$ cat src/rtl/single_cpu_pkg.sv
// rtl/single_cpu_pkg.sv - shared fetch-stage types and constants
//
// Purpose : state encoding of the single-entry fetch FSM, the word used in
//           place of an instruction when a fetch faults, and a small
//           alignment helper shared by the CPU front-end blocks.
// Ports   : none (package).

package single_cpu_pkg;

  // Two-bit encoding of the fetch FSM.
  typedef enum logic [1:0] {
    ST_IDLE  = 2'd0,  // no entry held, ready for a new fetch address
    ST_REQ   = 2'd1,  // memory request outstanding for the held address
    ST_FULL  = 2'd2,  // entry (instruction or fault) presented to decode
    ST_DRAIN = 2'd3   // flushed while a request was outstanding
  } fetch_state_e;

  // Instruction word presented alongside a misaligned-fetch fault.
  localparam logic [31:0] NOP_INSTR = 32'h0000_0000;

  // Instruction fetches must be word aligned.
  function automatic logic is_misaligned(input logic [1:0] addr_lsb);
    return addr_lsb != 2'b00;
  endfunction

endpackage

$ cat src/rtl/single_ifetch.sv
// rtl/single_ifetch.sv - single-entry instruction fetch stage
//
// Purpose : accepts one fetch address at a time from the PC stage, issues a
//           request to instruction memory, and presents the returned word
//           (or a misaligned-fetch fault) to decode. A new address can be
//           accepted in the same cycle the held entry transfers, so aligned
//           fetches with single-cycle memory sustain one instruction per two
//           cycles. A flush with a request outstanding waits for the memory
//           to answer (DRAIN) and discards the returned word.
//
// Ports   : clk, rst          - clock, asynchronous active-low reset
//           i_pc, i_pc_valid  - fetch address from the PC stage
//           o_pc_ready        - fetch address accepted this cycle
//           o_imem_req/addr   - instruction-memory request and address
//           i_imem_ack/rdata  - memory completion and instruction word
//           o_valid, i_ready  - handshake towards decode
//           o_instr/instr_pc  - instruction word and its address
//           o_fault           - presented entry is a misaligned-fetch fault
//           i_flush           - discard all in-flight fetch work
//           o_fetch_cnt       - delivered non-fault instructions (wraps)

module single_ifetch
  import single_cpu_pkg::*;
#(
  parameter int          N        = 32,
  parameter logic [N-1:0] RESET_PC = 32'h0000_0000
) (
  input  logic         clk,
  input  logic         rst,
  input  logic [N-1:0] i_pc,
  input  logic         i_pc_valid,
  output logic         o_pc_ready,
  output logic         o_imem_req,
  output logic [N-1:0] o_imem_addr,
  input  logic         i_imem_ack,
  input  logic [N-1:0] i_imem_rdata,
  output logic         o_valid,
  input  logic         i_ready,
  output logic [N-1:0] o_instr,
  output logic [N-1:0] o_instr_pc,
  output logic         o_fault,
  input  logic         i_flush,
  output logic [15:0]  o_fetch_cnt
);

  fetch_state_e state_q, state_d;

  logic         imem_req_q,  imem_req_d;
  logic [N-1:0] imem_addr_q, imem_addr_d;
  logic [N-1:0] instr_q,     instr_d;
  logic [N-1:0] instr_pc_q,  instr_pc_d;
  logic         fault_q,     fault_d;
  logic [15:0]  fetch_cnt_q, fetch_cnt_d;

  logic pc_ready;
  logic pc_accept;
  logic pc_misaligned;
  logic mem_done;
  logic deliver;

  assign pc_accept     = i_pc_valid && pc_ready;
  assign pc_misaligned = is_misaligned(i_pc[1:0]);
  // Memory answer for a live (not flushed) request.
  assign mem_done      = (state_q == ST_REQ) && i_imem_ack && !i_flush;
  // Held entry leaves towards decode; a flush in the same cycle drops it.
  assign deliver       = (state_q == ST_FULL) && i_ready && !i_flush;

  // ---------------------------------------------------------------------
  // FSM: state register
  // ---------------------------------------------------------------------
  always_ff @(posedge clk or negedge rst) begin
    if (!rst) begin
      state_q <= ST_IDLE;
    end else begin
      state_q <= state_d;
    end
  end

  // ---------------------------------------------------------------------
  // FSM: next state
  // ---------------------------------------------------------------------
  always_comb begin
    state_d = state_q;
    unique case (state_q)
      ST_IDLE: begin
        if (pc_accept) begin
          state_d = pc_misaligned ? ST_FULL : ST_REQ;
        end
      end
      ST_REQ: begin
        // A flush that coincides with the ack has nothing left to drain.
        if (i_flush) begin
          state_d = i_imem_ack ? ST_IDLE : ST_DRAIN;
        end else if (i_imem_ack) begin
          state_d = ST_FULL;
        end
      end
      ST_FULL: begin
        if (i_flush) begin
          state_d = ST_IDLE;
        end else if (i_ready) begin
          if (pc_accept) begin
            state_d = pc_misaligned ? ST_FULL : ST_REQ;
          end else begin
            state_d = ST_IDLE;
          end
        end
      end
      ST_DRAIN: begin
        if (i_imem_ack) begin
          state_d = ST_IDLE;
        end
      end
      default: state_d = ST_IDLE;
    endcase
  end

  // ---------------------------------------------------------------------
  // FSM: outputs decoded from state
  // ---------------------------------------------------------------------
  always_comb begin
    o_valid  = (state_q == ST_FULL);
    pc_ready = !i_flush && ((state_q == ST_IDLE) ||
                            ((state_q == ST_FULL) && i_ready));
  end

  assign o_pc_ready = pc_ready;

  // ---------------------------------------------------------------------
  // Datapath next values
  // ---------------------------------------------------------------------
  always_comb begin
    imem_addr_d = imem_addr_q;
    instr_d     = instr_q;
    instr_pc_d  = instr_pc_q;
    fault_d     = fault_q;

    // Request is a registered function of where the FSM goes next, so it
    // rises the cycle after accept and stays up through REQ/DRAIN.
    imem_req_d  = (state_d == ST_REQ) || (state_d == ST_DRAIN);

    if (pc_accept) begin
      imem_addr_d = i_pc;
      instr_pc_d  = i_pc;
      if (pc_misaligned) begin
        fault_d = 1'b1;
        instr_d = N'(NOP_INSTR);
      end else begin
        fault_d = 1'b0;
      end
    end

    if (mem_done) begin
      instr_d = i_imem_rdata;
      fault_d = 1'b0;
    end

    fetch_cnt_d = fetch_cnt_q;
    if (deliver && !fault_q) begin
      fetch_cnt_d = fetch_cnt_q + 16'd1;
    end
  end

  // ---------------------------------------------------------------------
  // Datapath registers
  // ---------------------------------------------------------------------
  always_ff @(posedge clk or negedge rst) begin
    if (!rst) begin
      imem_req_q  <= 1'b0;
      imem_addr_q <= '0;
      instr_q     <= '0;
      instr_pc_q  <= RESET_PC;
      fault_q     <= 1'b0;
      fetch_cnt_q <= 16'd0;
    end else begin
      imem_req_q  <= imem_req_d;
      imem_addr_q <= imem_addr_d;
      instr_q     <= instr_d;
      instr_pc_q  <= instr_pc_d;
      fault_q     <= fault_d;
      fetch_cnt_q <= fetch_cnt_d;
    end
  end

  assign o_imem_req  = imem_req_q;
  assign o_imem_addr = imem_addr_q;
  assign o_instr     = instr_q;
  assign o_instr_pc  = instr_pc_q;
  assign o_fault     = fault_q;
  assign o_fetch_cnt = fetch_cnt_q;

endmodule

$ cat config.mk
export PLATFORM = sky130hd
export DESIGN_NAME = single_ifetch
export DESIGN_NICKNAME = d
export VERILOG_FILES = /design/src/rtl/single_cpu_pkg.sv /design/src/rtl/single_ifetch.sv
export SDC_FILE = /design/constraint.sdc
export NUM_CORES = 1
export LEC_CHECK = 0
export CORE_ASPECT_RATIO = 1.25
export CORE_MARGIN = 1.5
export CORE_UTILIZATION = 40
export DETAILED_ROUTE_END_ITERATION = 7
export PLACE_DENSITY = 0.8
export SYNTH_ARGS = -nofsm -noshare
export SYNTH_HDL_FRONTEND = slang
export SYNTH_SLANG_ARGS = --single-unit
$ cat constraint.sdc
create_clock -name clk -period 2 [get_ports clk]
set_clock_uncertainty 0.1 [all_clocks]
set_input_delay 0.4 -clock clk [delete_from_list [all_inputs] [get_ports clk]]
set_output_delay 0.4 -clock clk [all_outputs]
set_load 0.01 [all_outputs]
After elaboration in Yosys (flattened, before gate mapping)
Index checks and enable logic that the tools add are counted.
- register bits after elaboration: 84
- bits in latches: 0
- RAM bits: 0
- bits in read-only memories: 0
- bits of input ports: 70
- output and inout port bits: 116
- logic and storage cells: 44
- memories kept: 0
- add/sub/neg operators: 1
- multipliers: 0
- divide/modulo/power cells: 0
- order comparisons: 0
- equality and inequality tests: 5
- shifts and indexed selects: 0
- muxes and demuxes: 16
- bitwise logic cells: 0
- reduce and logical (&&, ||, !) cells: 16
- operator list (kind ; number):
    32-bit two-way mux ; 3
    2-bit two-way mux ; 9
    16-bit by 1-bit adder with 16-bit output, second input constant ; 1
    2-bit case mux with 4 select lines ; 1
    1-bit logical AND ; 7
    2-bit == test, second input constant ; 3
    2-bit nonzero test ; 3
    2-bit by 1-bit == test with 1-bit output, second input constant ; 2
    1-bit two-way mux ; 3
    1-bit zero test ; 2
    2-bit zero test ; 1
    1-bit logical OR ; 2
    2-bit AND reduction ; 1

Logic depth before layout (Yosys ltp)
- word-level depth: 11
- mapped depth: 6
- depth with buffers taken out: 4

Least setup slack after synthesis
Ideal clock, no wire load.
- kind: in2reg
- start point: in i_ready
- end point: reg instr_pc_q[0] (netlist: o_instr_pc[0])
- setup time: 125 ps
- arrival: 1272 ps
- data required time: 1775 ps
- slack: 503 ps
- stages: 4
- path buffers: 1
- cell sequence: or2b_1 -> nand3_4 -> buf_6 -> mux2_2
- word-level cells in the longest chain between the ends: 4
- ends and longest elaborated chain (what ; RTL line ; text):
    start: declaration ; single_ifetch.sv:38 ; input logic i_ready,
    1-bit logical AND ; single_ifetch.sv:124 ; ((state_q == ST_FULL) && i_ready));
    1-bit logical OR ; single_ifetch.sv:123 ; pc_ready = !i_flush && ((state_q == ST_IDLE) ||
    1-bit logical AND ; single_ifetch.sv:123 ;
    1-bit logical AND ; single_ifetch.sv:61 ; assign pc_accept = i_pc_valid && pc_ready;
    end signal: assignment ; single_ifetch.sv:179 ; instr_pc_q <= instr_pc_d;
    end: declaration ; single_ifetch.sv:51 ; logic [N-1:0] instr_pc_q, instr_pc_d;
No other way between the ends.
A chain may end at the register's enable or synchronous reset.

==> reports/summary.txt <==
Drt wl/cell: 14.80 µm
Synth Cell Area: 3654 µm²
Cells after Synth: 325
Vias: 2890
I/O pin total: 186
Die span in y: 109.9 µm
Worst hold path type: reg -> reg
Clk sinks: 83
Run status: complete, no violations
Fmax: 514.5 MHz
Total grt overflow: 0
Initial antenna violation count: 1
First-pass GRT wire length: 14180 µm
Share of cells above drive strength 1: 0.1341
Worst-skew pair later-pin latency: 0.35 ns
Finished Layout Cells: 612
Port Buffers: 185
Slew HR: 0.7563
Post-DP HPWL: 6877 µm
Most frequent cells in the layout: clkdlybuf4s50_1 (181), dfrtp_1 (82), nand2_1 (71), o21ai_0 (32), mux2_2 (31)
Synth unique cells: 34
Diodes inserted: 0
Final WL: 9056 µm
Minimum clock period: 1.943 ns
Core area: 8796 µm²
Nets: 559
Leakage: 2.393 nW
Synth warnings: 0
Die ar.: 9720 µm²
Max Slew Vio Count: 0
Syn Nets: 396
Power per cell area: 787.4 nW/µm²
Worst slew pin tran: 0.3645 ns
Area of the multi-input gates: 1241 µm²
Number of fill cells: 696
Routability cong.: 0.7243
Final design utilization: 0.6410
Number of remaining DRC errors: 0
Routed Antenna Nets: 0
Die width: 88.48 µm
Crit Path Max Fanout: 5
CP Capture Type: primary output
Vias in the first global route: 2875
Hold_sp: o_fetch_cnt[15]$_DFFE_PN0P_
Max cap viols: 0
H-tree depth reported by CTS: 3
Largest net degree at the start of global routing: 45
Root buffer cell: clkbuf_8
Starting density of the core: 0.4154
RSZ-0062 raised after global routing: no
Mean Syn Cell Area: 11.24 µm²
CP required: 1.50 ns
CTS tree: built
Startpoint Class: flop
CTS buffer count: 9
Register bit total from synthesis: 83
Row Count: 38
Area grow syn2layout: 54.32%
First drt pass iteration count: 4
Worst reg-to-reg setup slack: 0.34 ns
Drt initial violations: 97
Worst vdd ir: 0.5646 mV
Tcrit/Tclk final: 0.9717
Placed insts: 595
Maximum clock insertion buffer count: 2
CP arrival: 1.44 ns
Reg area: 2078 µm²
Register area share after synthesis: 0.5685
Vias per cell: 4.722
Fin. Hold Viols: 0
Total GRT Usage: 0.1927
Final-report setup violation count: 0
Worst-path clk slew: 0.07 ns
Worst Setup Path Type: reg -> out
Commonest non-fill, non-tap cell in the layout: clkdlybuf4s50_1
power breakdown:
part | switching [W] | internal, W
combinational | 0.000496 | 0.000871
sequential | 0.000169 | 0.00189
clock | 0.000544 | 0.000472
cell usage after synthesis:
library cell	n	area, µm²
a21oi_1	1	5.000
and2_1	2	12.51
and2b_1	1	7.510
and3_1	1	6.260
and3b_2	1	10.01
and4_1	1	8.760
and4_4	1	11.26
buf_2	7	35.03
buf_4	32	240.2
buf_6	3	33.78
clkbuf_2	3	15.01
dfrtp_1	83	2077
ha_1	1	12.51
inv_1	3	11.26
mux2_1	2	22.52
mux2_2	31	349.1
nand2_1	71	266.5
nand2_2	1	6.260
nand3_1	7	35.03
nand3_4	1	17.52
nand4_4	1	21.27
nor2_1	5	18.77
nor2_2	1	6.260
nor2_8	1	20.02
nor3_1	10	50.05
nor4_1	1	6.260
nor4_4	1	21.27
o211ai_1	1	7.510
o21ai_0	32	160.2
o21ai_1	1	5.000
o31ai_1	1	7.510
or2b_1	2	15.01
xnor2_1	5	43.79
xor2_1	10	87.58
worst max-delay path, cell delays in order (launching register included):
cell             delay, ns
dfrtp_2               0.36
buf_4                 0.15
clkdlybuf4s50_1       0.58
state kept, by name, indices dropped and copies added, names as in the netlist, named ones only:
signal       flops
o_fault          1
o_fetch_cnt     16
o_instr         32
o_instr_pc      32
state_q          1
cell families after synthesis:
group	Yosys count	share of synthesized area
DFF	83	0.5685
and+or+nand+nor	109	0.1480
AOI/OAI and AO/OA	36	0.05068
xor gates and xnor gates	15	0.03596
buffers and inverters	48	0.09178
adders and majority gates	1	0.003424
muxes	33	0.1017
layout make-up:
cell class | count | share of cell area
Sequential cell | 83 | 0.3686
Tap cell | 120 | 0.02663
Clock inverter | 3 | 0.002663
Timing Repair Buffer | 197 | 0.3542
Inverter | 3 | 0.001997
Clock buffer | 12 | 0.02574
Multi-Input combinational cell | 194 | 0.2202
per-layer routing:
layer,global-route usage,share of wire
met1,0.2282,0.40
met2,0.3315,0.50
met3,0.05105,0.073
met4,0.07589,0.017
met5,0,0.0014
stage by stage:
step / worst slack, ns / total power (W) / hold slack (ns) / TNS [ns] / area (µm²)
after detailed placement: -0.2384 / 0.003472 / 0.2276 / -2.659 / 5466
after floorplan: 0.5032 / 0.002679 / 0.004409 / 0 / 3654
after global placement: -0.2258 / 0.003431 / 0.2204 / -1.998 / 5466
final: 0.05651 / 0.004439 / 0.3646 / 0 / 5638
after CTS: 0.005649 / 0.004513 / 0.3722 / 0 / 5642
after global routing: 0.01385 / 0.004682 / 0.3890 / 0 / 5638
timing repair:
item	4_1_cts	5_1_grt
setup endpoints to repair	3	1
resized for setup	4	2
hold endpoints to repair	22	0
hold buffers	1	0
setup buffers	1	0
final timing paths:
path / to / cells past startpoint
setup / recovery: o_imem_req / 2
setup reg to reg: o_instr_pc[22]$_DFFE_PN0N_ / 6
hold / removal: o_fetch_cnt[15]$_DFFE_PN0P_ / 1
min in group asynchronous: o_instr_pc[13]$_DFFE_PN0N_ / 2
hold reg to reg: o_fetch_cnt[15]$_DFFE_PN0P_ / 1
max in group asynchronous: async pin / 3
Power figures use the tool's default switching activity.
